File: src/rtl/dpram_pkg.sv
// Shared types and constants for the parametrised dual-port RAM.
// Mode encodings match the RD_MODE / COLL_PRI parameter values of dpram_param.
package dpram_pkg;

    typedef enum logic {
        ST_CLEAR = 1'b0,
        ST_READY = 1'b1
    } state_e;

    localparam int RD_FIRST = 0;
    localparam int WR_FIRST = 1;
    localparam int PRI_A    = 0;
    localparam int PRI_B    = 1;

endpackage

File: src/rtl/dpram_rd_pipe.sv
// Per-port read data/valid register stage; OUT_REG adds a second pipelined stage.
// Data registers only load on valid cycles so the output holds its last read value.
module dpram_rd_pipe #(
    parameter int DW      = 8,
    parameter int OUT_REG = 0
) (
    input  logic          clk,
    input  logic          rst_n,
    input  logic          en,
    input  logic [DW-1:0] data,
    output logic [DW-1:0] dout,
    output logic          valid
);

    logic [DW-1:0] d1_r;
    logic          v1_r;

    // First stage: capture read data of an accepted access
    always_ff @(posedge clk or negedge rst_n) begin
        if (!rst_n) begin
            d1_r <= '0;
            v1_r <= 1'b0;
        end else begin
            v1_r <= en;
            if (en) begin
                d1_r <= data;
            end
        end
    end

    generate
        if (OUT_REG != 0) begin : g_out_reg
            logic [DW-1:0] d2_r;
            logic          v2_r;

            // Second stage: delay data and valid together by one cycle
            always_ff @(posedge clk or negedge rst_n) begin
                if (!rst_n) begin
                    d2_r <= '0;
                    v2_r <= 1'b0;
                end else begin
                    v2_r <= v1_r;
                    if (v1_r) begin
                        d2_r <= d1_r;
                    end
                end
            end

            assign dout  = d2_r;
            assign valid = v2_r;
        end else begin : g_direct
            assign dout  = d1_r;
            assign valid = v1_r;
        end
    endgenerate

endmodule

File: src/rtl/dpram_param.sv
// True dual-port synchronous RAM with post-reset clear sequence, write-collision
// arbitration, selectable read-during-write behaviour and per-port read valid.
module dpram_param
    import dpram_pkg::*;
#(
    parameter int DW       = 8,
    parameter int AW       = 4,
    parameter int RD_MODE  = 0,
    parameter int COLL_PRI = 0,
    parameter int OUT_REG  = 0
) (
    input  logic          clk,
    input  logic          rst_n,
    input  logic          ena,
    input  logic          wea,
    input  logic [AW-1:0] addra,
    input  logic [DW-1:0] dina,
    output logic [DW-1:0] douta,
    output logic          valida,
    input  logic          enb,
    input  logic          web,
    input  logic [AW-1:0] addrb,
    input  logic [DW-1:0] dinb,
    output logic [DW-1:0] doutb,
    output logic          validb,
    output logic          collision,
    output logic          init_done
);

    localparam int          DEPTH      = 2 ** AW;
    localparam logic [AW:0] LAST_PTR   = (AW + 1)'(DEPTH - 1);
    localparam logic [AW:0] PTR_ONE    = (AW + 1)'(1);
    localparam logic        B_WINS     = (COLL_PRI == PRI_B);
    localparam logic        WRITE_FRST = (RD_MODE == WR_FIRST);

    state_e        state_r, state_next_s;
    logic [AW:0]   ptr_r;
    logic          init_done_r, collision_r;
    logic [DW-1:0] mem [DEPTH];

    logic          acc_a_s, acc_b_s, wr_a_s, wr_b_s, coll_s, keep_a_s, keep_b_s;
    logic [DW-1:0] win_data_s, rd_a_s, rd_b_s;

    // Clear FSM next-state: leave CLEAR once the last location is being zeroed
    always_comb begin
        state_next_s = state_r;
        case (state_r)
            ST_CLEAR: begin
                if (ptr_r == LAST_PTR) begin
                    state_next_s = ST_READY;
                end else begin
                    state_next_s = ST_CLEAR;
                end
            end
            ST_READY: state_next_s = ST_READY;
            default:  state_next_s = ST_CLEAR;
        endcase
    end

    // State, clear pointer and registered status flags
    always_ff @(posedge clk or negedge rst_n) begin
        if (!rst_n) begin
            state_r     <= ST_CLEAR;
            ptr_r       <= '0;
            init_done_r <= 1'b0;
            collision_r <= 1'b0;
        end else begin
            state_r     <= state_next_s;
            init_done_r <= (state_next_s == ST_READY);
            collision_r <= coll_s;
            if (state_r == ST_CLEAR) begin
                ptr_r <= ptr_r + PTR_ONE;
            end
        end
    end

    // Access acceptance, collision arbitration and read-data selection
    always_comb begin
        acc_a_s    = (state_r == ST_READY) && ena;
        acc_b_s    = (state_r == ST_READY) && enb;
        wr_a_s     = acc_a_s && wea;
        wr_b_s     = acc_b_s && web;
        coll_s     = wr_a_s && wr_b_s && (addra == addrb);
        keep_a_s   = wr_a_s && !(coll_s && B_WINS);
        keep_b_s   = wr_b_s && !(coll_s && !B_WINS);
        win_data_s = B_WINS ? dinb : dina;
        // Write-first returns what is actually stored, i.e. the winner on a collision
        if (WRITE_FRST && wr_a_s) begin
            rd_a_s = coll_s ? win_data_s : dina;
        end else begin
            rd_a_s = mem[addra];
        end
        if (WRITE_FRST && wr_b_s) begin
            rd_b_s = coll_s ? win_data_s : dinb;
        end else begin
            rd_b_s = mem[addrb];
        end
    end

    // Memory array: zeroed by the clear sequence, otherwise arbitrated user writes
    always_ff @(posedge clk) begin
        if (state_r == ST_CLEAR) begin
            mem[ptr_r[AW-1:0]] <= '0;
        end else begin
            if (keep_a_s) begin
                mem[addra] <= dina;
            end
            if (keep_b_s) begin
                mem[addrb] <= dinb;
            end
        end
    end

    dpram_rd_pipe #(.DW(DW), .OUT_REG(OUT_REG)) u_pipe_a (
        .clk   (clk),
        .rst_n (rst_n),
        .en    (acc_a_s),
        .data  (rd_a_s),
        .dout  (douta),
        .valid (valida)
    );

    dpram_rd_pipe #(.DW(DW), .OUT_REG(OUT_REG)) u_pipe_b (
        .clk   (clk),
        .rst_n (rst_n),
        .en    (acc_b_s),
        .data  (rd_b_s),
        .dout  (doutb),
        .valid (validb)
    );

    assign collision = collision_r;
    assign init_done = init_done_r;

endmodule

File: config.mk
export PLATFORM = sky130hd
export DESIGN_NAME = dpram_param
export DESIGN_NICKNAME = d
export VERILOG_FILES = /design/src/rtl/dpram_pkg.sv /design/src/rtl/dpram_rd_pipe.sv /design/src/rtl/dpram_param.sv
export SDC_FILE = /design/constraint.sdc
export NUM_CORES = 1
export LEC_CHECK = 0
export ABC_CLOCK_PERIOD_IN_PS = 7750
export CAP_MARGIN = 15
export CORE_UTILIZATION = 45
export CTS_BUF_LIST = sky130_fd_sc_hd__clkbuf_16
export DETAILED_ROUTE_END_ITERATION = 10
export SETUP_SLACK_MARGIN = 0.3
export SKIP_LAST_GASP = 1
export SYNTH_ARGS = -nofsm -noshare
export SYNTH_HDL_FRONTEND = slang
export SYNTH_SLANG_ARGS = --single-unit
File: constraint.sdc
create_clock -name clk -period 7.75 [get_ports clk]
set_input_delay 0.775 -clock clk [delete_from_list [all_inputs] [get_ports clk]]
set_output_delay 0.775 -clock clk [all_outputs]
set_load 0.05 [all_outputs]
# After elaboration in Yosys (flattened, before gate mapping)

Memories as Yosys holds them, arrays and structs flattened. A register that Yosys moved wholly into a read port is not among the register bits.
Index checks and enable logic that the tools add are counted.

$lt $le $gt $ge: 0
Reductions and logical operators: 11
Bitwise gates (word level): 1
Add/sub/neg operators: 1
Multipliers: 0
Shift-type cells: 0
Divide/modulo/power cells: 0
Mux-type cells: 12
Eq/ne operators: 2

Operator list:

| kind                  | count |
|---|---|
| $mux W1               | 9 |
| $mux W8               | 1 |
| $reduce_or A8 Y1      | 1 |
| $logic_and A1 B1 Y1   | 7 |
| $add A5 B1 Y5 const B | 1 |
| $eq A5 B4 Y1 const B  | 1 |
| $eq A4 B4 Y1          | 1 |
| $mux W4               | 1 |
| $logic_not A1 Y1      | 3 |
| $pmux W1 S2           | 1 |
| $not A1 Y1            | 1 |

Output and inout bits: 20
Memory bits (writable): 128
Memories kept: 1
ROM bits: 0
Register bits: 9
Bits in latches: 0
Input port bits: 30

Memories:

| name | depth | bits a word | rd ports | clocked after memory_dff | wr ports | line              | text |
|---|---|---|---|---|---|---|---|
| mem  | 16    | 8           | 2        | 2                        | 2        | dpram_param.sv:39 | `logic [DW-1:0] mem [DEPTH];` |

# Logic depth before layout (Yosys ltp)

Depth after elaboration: 9
Mapped depth: 7
Gate-level depth less buffers: 4

# Hierarchy

A second synthesis with hierarchy kept.

Cells, all modules: 639
Area total of the unflattened synthesis: 8,605.8 um^2

Modules (own cells, without submodules):

| module        | sequential area each (um^2) | times used | cells each | area an instance (um^2) |
|---|---|---|---|---|
| dpram_param   | 4,018.9                     | 1          | 603        | 7,892.6 |
| dpram_rd_pipe | 225.2                       | 2          | 18         | 356.6 |

# Worst setup path before layout

OpenSTA, ideal clock, no wires.

Kind: input to register
Start: input port wea
End: memory mem[13][0], enable pin
Buffers on the path: 2
Library setup time: 384 ps
Arrival time: 2,579 ps
Cell stages on the path: 6
Slack: 4,786 ps
Path through: and3_1 > clkbuf_1 > buf_1 > mux2i_1 > nand2_1 > o21ai_0

RTL lines:

| element     | line              | text |
|---|---|---|
| from (decl) | dpram_param.sv:15 | `input logic wea,` |
| to (decl)   | dpram_param.sv:39 |  |

==> out/results.tsv <==
metric	value	unit
Buf+Inv Stages, Crit Path	1	
area fraction of the dominant cell type after synthesis	0.4230	
top-count cell post-synth	mux2_2	
initial antenna violation count	0	
pwr dens	190.5	mW/mm²
Ant. Diodes	0	
Pre-Repair DR Iteration Count	5	
FF+latch count, synth	153	
syn avg cell area	13.40	µm²
Clock Pin Slew Worst Setup and Hold Paths	0.06	ns
vias per cell	6.487	
drt total wl	28770	µm
Worst setup SP type	input port	
first-pass GRT wire length	42220	µm
Top FF cell, synth	edfxtp_1	
Max Cap Viol	0	
Detail Route Antenna Nets	0	
WS Path Type	in2reg	
max-slew violation count	0	
CP delay by family, top	compound AO/OA/AOI/OAI gates	
Syn. warnings	0	
Root Buffer	clkbuf_16	
CTS Hold Buffers Added	0	
Fill cells	1713	
clk buf depth	2	
CTS tree	done	
Mapped Cells	678	
Design Power	1964	µW
slowest CP cell	o21bai_1	
Post-synth EDFFs	128	
Post-CTS Setup Repair Bufs	0	
Seq pwr share	0.464	
Die ar.	0.02077	mm²
P_int	1456	µW
vias	6351	
largest net degree at the start of global routing	46	
CP max FO	16	
P&R area growth vs syn	13.48	%
data required time of the worst path	7.79	ns
RSZ-0062 raised after global routing	false	
asr flop ratio synth	0.1634	
post-synth top area cell	edfxtp_1	
Post-Syn Area	0.009087	mm²
HP Class	reg2reg	
Worst Tran Pin Value	1.203	ns
P_sw	508.6	µW
Synth area leaders	edfxtp_1 (42%), mux2_2 (16%), mux2i_1 (9.4%)	
Worst Skew	0.008933	ns
# DRC	0	
status	completed	
PostCTS Resize Cnt	0	
min Tclk post-route	3.783	ns
cells traversed along the worst timing path	clkdlybuf4s50_1 > nand3_2 > mux2i_1 > nand2_1 > o21bai_1	
CP arrival	3.82	ns
Finish-stage setup viols	0	
Starting DRT DRC Count	639	
vias in the first global route	6436	
Row Count	51	
Fmax achieved	0.2643	GHz
share of layout cells above drive strength 1	0.3067	
core footprint	0.01965	mm²
GP Congestion	0.9519	
Die X	144.1	µm
Clock Power Share	0.405	
Commonest cells post-synth	mux2_2 (131), edfxtp_1 (128), mux2i_1 (85)	
Static Leakage	0.004048	µW
Synth Net Count	710	
Tcrit/Tclk final	0.4881	
GRT Total Usage	0.2930	
clock buffer count from CTS	17	
clk_lat worst skew	0.43	ns
Peak VDD IR	0.1559	mV
DPL Wire Length	18790	µm
IO Count	50	
Seq/Total Area, Yosys	0.4918	
Final nets	733	
normalized max-slew margin	0.1971	
grt ovf	0	
die height	144.1	µm
Initial Util	0.4624	
combinational share of power	0.132	
endpoint type of the worst setup path	flop	
clock sink total	153	
Port Buffers	49	
switching part of the total	0.2589	
endpoints failing hold	0	
DR WL/cell	29.39	µm
setup TNS	0	ns
H-tree depth	4	
Synth cell types	44	
Worst path max stage delay	0.93	ns
[cells in the final DEF, fill, tap and decap left out, types with 3 or more instances in the layout]
cell type / n
a211oi_1: 8
a21oi_1: 17
a21oi_2: 8
a22oi_1: 26
a31o_2: 5
and2_0: 8
and2_1: 3
and3_1: 4
buf_4: 11
clkbuf_16: 20
clkdlybuf4s50_1: 47
clkinvlp_4: 3
dfrtp_1: 25
edfxtp_1: 128
inv_1: 10
mux2_2: 131
mux2i_1: 85
mux4_2: 24
nand2_1: 43
nand3_1: 28
nand4_1: 7
nor2_1: 13
nor2b_1: 7
o2111ai_4: 8
o21bai_1: 3
o22ai_1: 9
xnor2_1: 3
xor2_1: 4
[cell families (layout without fill, tap and decap cells)]
| group | after synthesis | in the layout | synth area share |
|---|---|---|---|
| buffers and inverters | 61 | 97 | 0.02891 |
| flip-flops | 153 | 153 | 0.4918 |
| adder cells (fa/ha/maj) | 2 | 2 | 0.002753 |
| multiplexers | 240 | 240 | 0.3154 |
| AO/OA/AOI/OAI | 91 | 91 | 0.08743 |
| XOR/XNOR | 7 | 7 | 0.006747 |
| AND/OR/NAND/NOR | 124 | 124 | 0.06692 |
[power groups by stage]
stage | clock network [µW] | logic, µW | registers, µW
floorplan | 0 | 132 | 962
global placement | 0 | 252 | 928
detailed placement | 0 | 255 | 928
CTS | 799 | 257 | 911
global route | 830 | 273 | 911
finish | 795 | 259 | 910
[metrics by stage]
step | instance area [µm²] | hold WS, ns | setup WS, ns | instances | utilization
after floorplan | 9087 | 0.4794 | 4.786 | 678 | -
after global placement | 9742 | 0.4710 | 3.589 | 946 | 0.4957
after detailed placement | 9753 | 0.4788 | 3.632 | 947 | 0.4962
after CTS | 10310 | 0.4886 | 4.052 | 979 | 0.5247
after global routing | 10310 | 0.5065 | 3.856 | 979 | 0.5247
final | 10310 | 0.4827 | 3.967 | 979 | 0.5247
[tightest hold or removal path: stages, from the launching register on]
cell and delay, ns:
dfrtp_1 0.34, nand2_1 0.05, nand3_1 0.06
[state kept, by name, summed over array words and instances, names as in the netlist]
signal	cells
collision	1
ptr_r	5
u_pipe_b.valid	1
u_pipe_b.dout	8
u_pipe_a.dout	8
u_pipe_a.valid	1
init_done	1
mem	128
[routing by layer]
metal  global-route usage  vias to the layer above  routed length, µm
met1               0.3803                     3191              11520
li1                     -                     2685                  -
met5                    0                        -                  0
met3              0.05795                       92               2528
met4               0.1736                        0               1474
met2               0.4544                      383              13250
[worst paths after layout]
check	startpoint	to	depth (start not counted)	slack (ns)
max	ena	mem[4][6]$_DFFE_PP_	5	3.97
min	u_pipe_a.dout[1]$_DFFE_PN0N_	u_pipe_a.dout[1]$_DFFE_PN0N_	2	0.48
max reg2reg	init_done$_DFF_PN0_	mem[4][6]$_DFFE_PP_	4	4.15
min reg2reg	u_pipe_a.dout[1]$_DFFE_PN0N_	u_pipe_a.dout[1]$_DFFE_PN0N_	2	0.48
max in group asynchronous	rst_n	u_pipe_a.dout[6]$_DFFE_PN0N_	2	6.72
min in group asynchronous	rst_n	ptr_r[4]$_DFFE_PN0N_	2	0.73
[area by class of cell]
class                           instances  area (µm²)  area share
Tap cell                              265       331.6     0.03215
Timing Repair Buffer                   60       569.3     0.05520
Sequential cell                       153        4469      0.4334
Clock inverter                         12       58.81    0.005702
Inverter                                5       18.77    0.001820
Clock buffer                           20       500.5     0.04853
Multi-Input combinational cell        464        4364      0.4232
No activity file was read; power rests on OpenSTA's default activity.
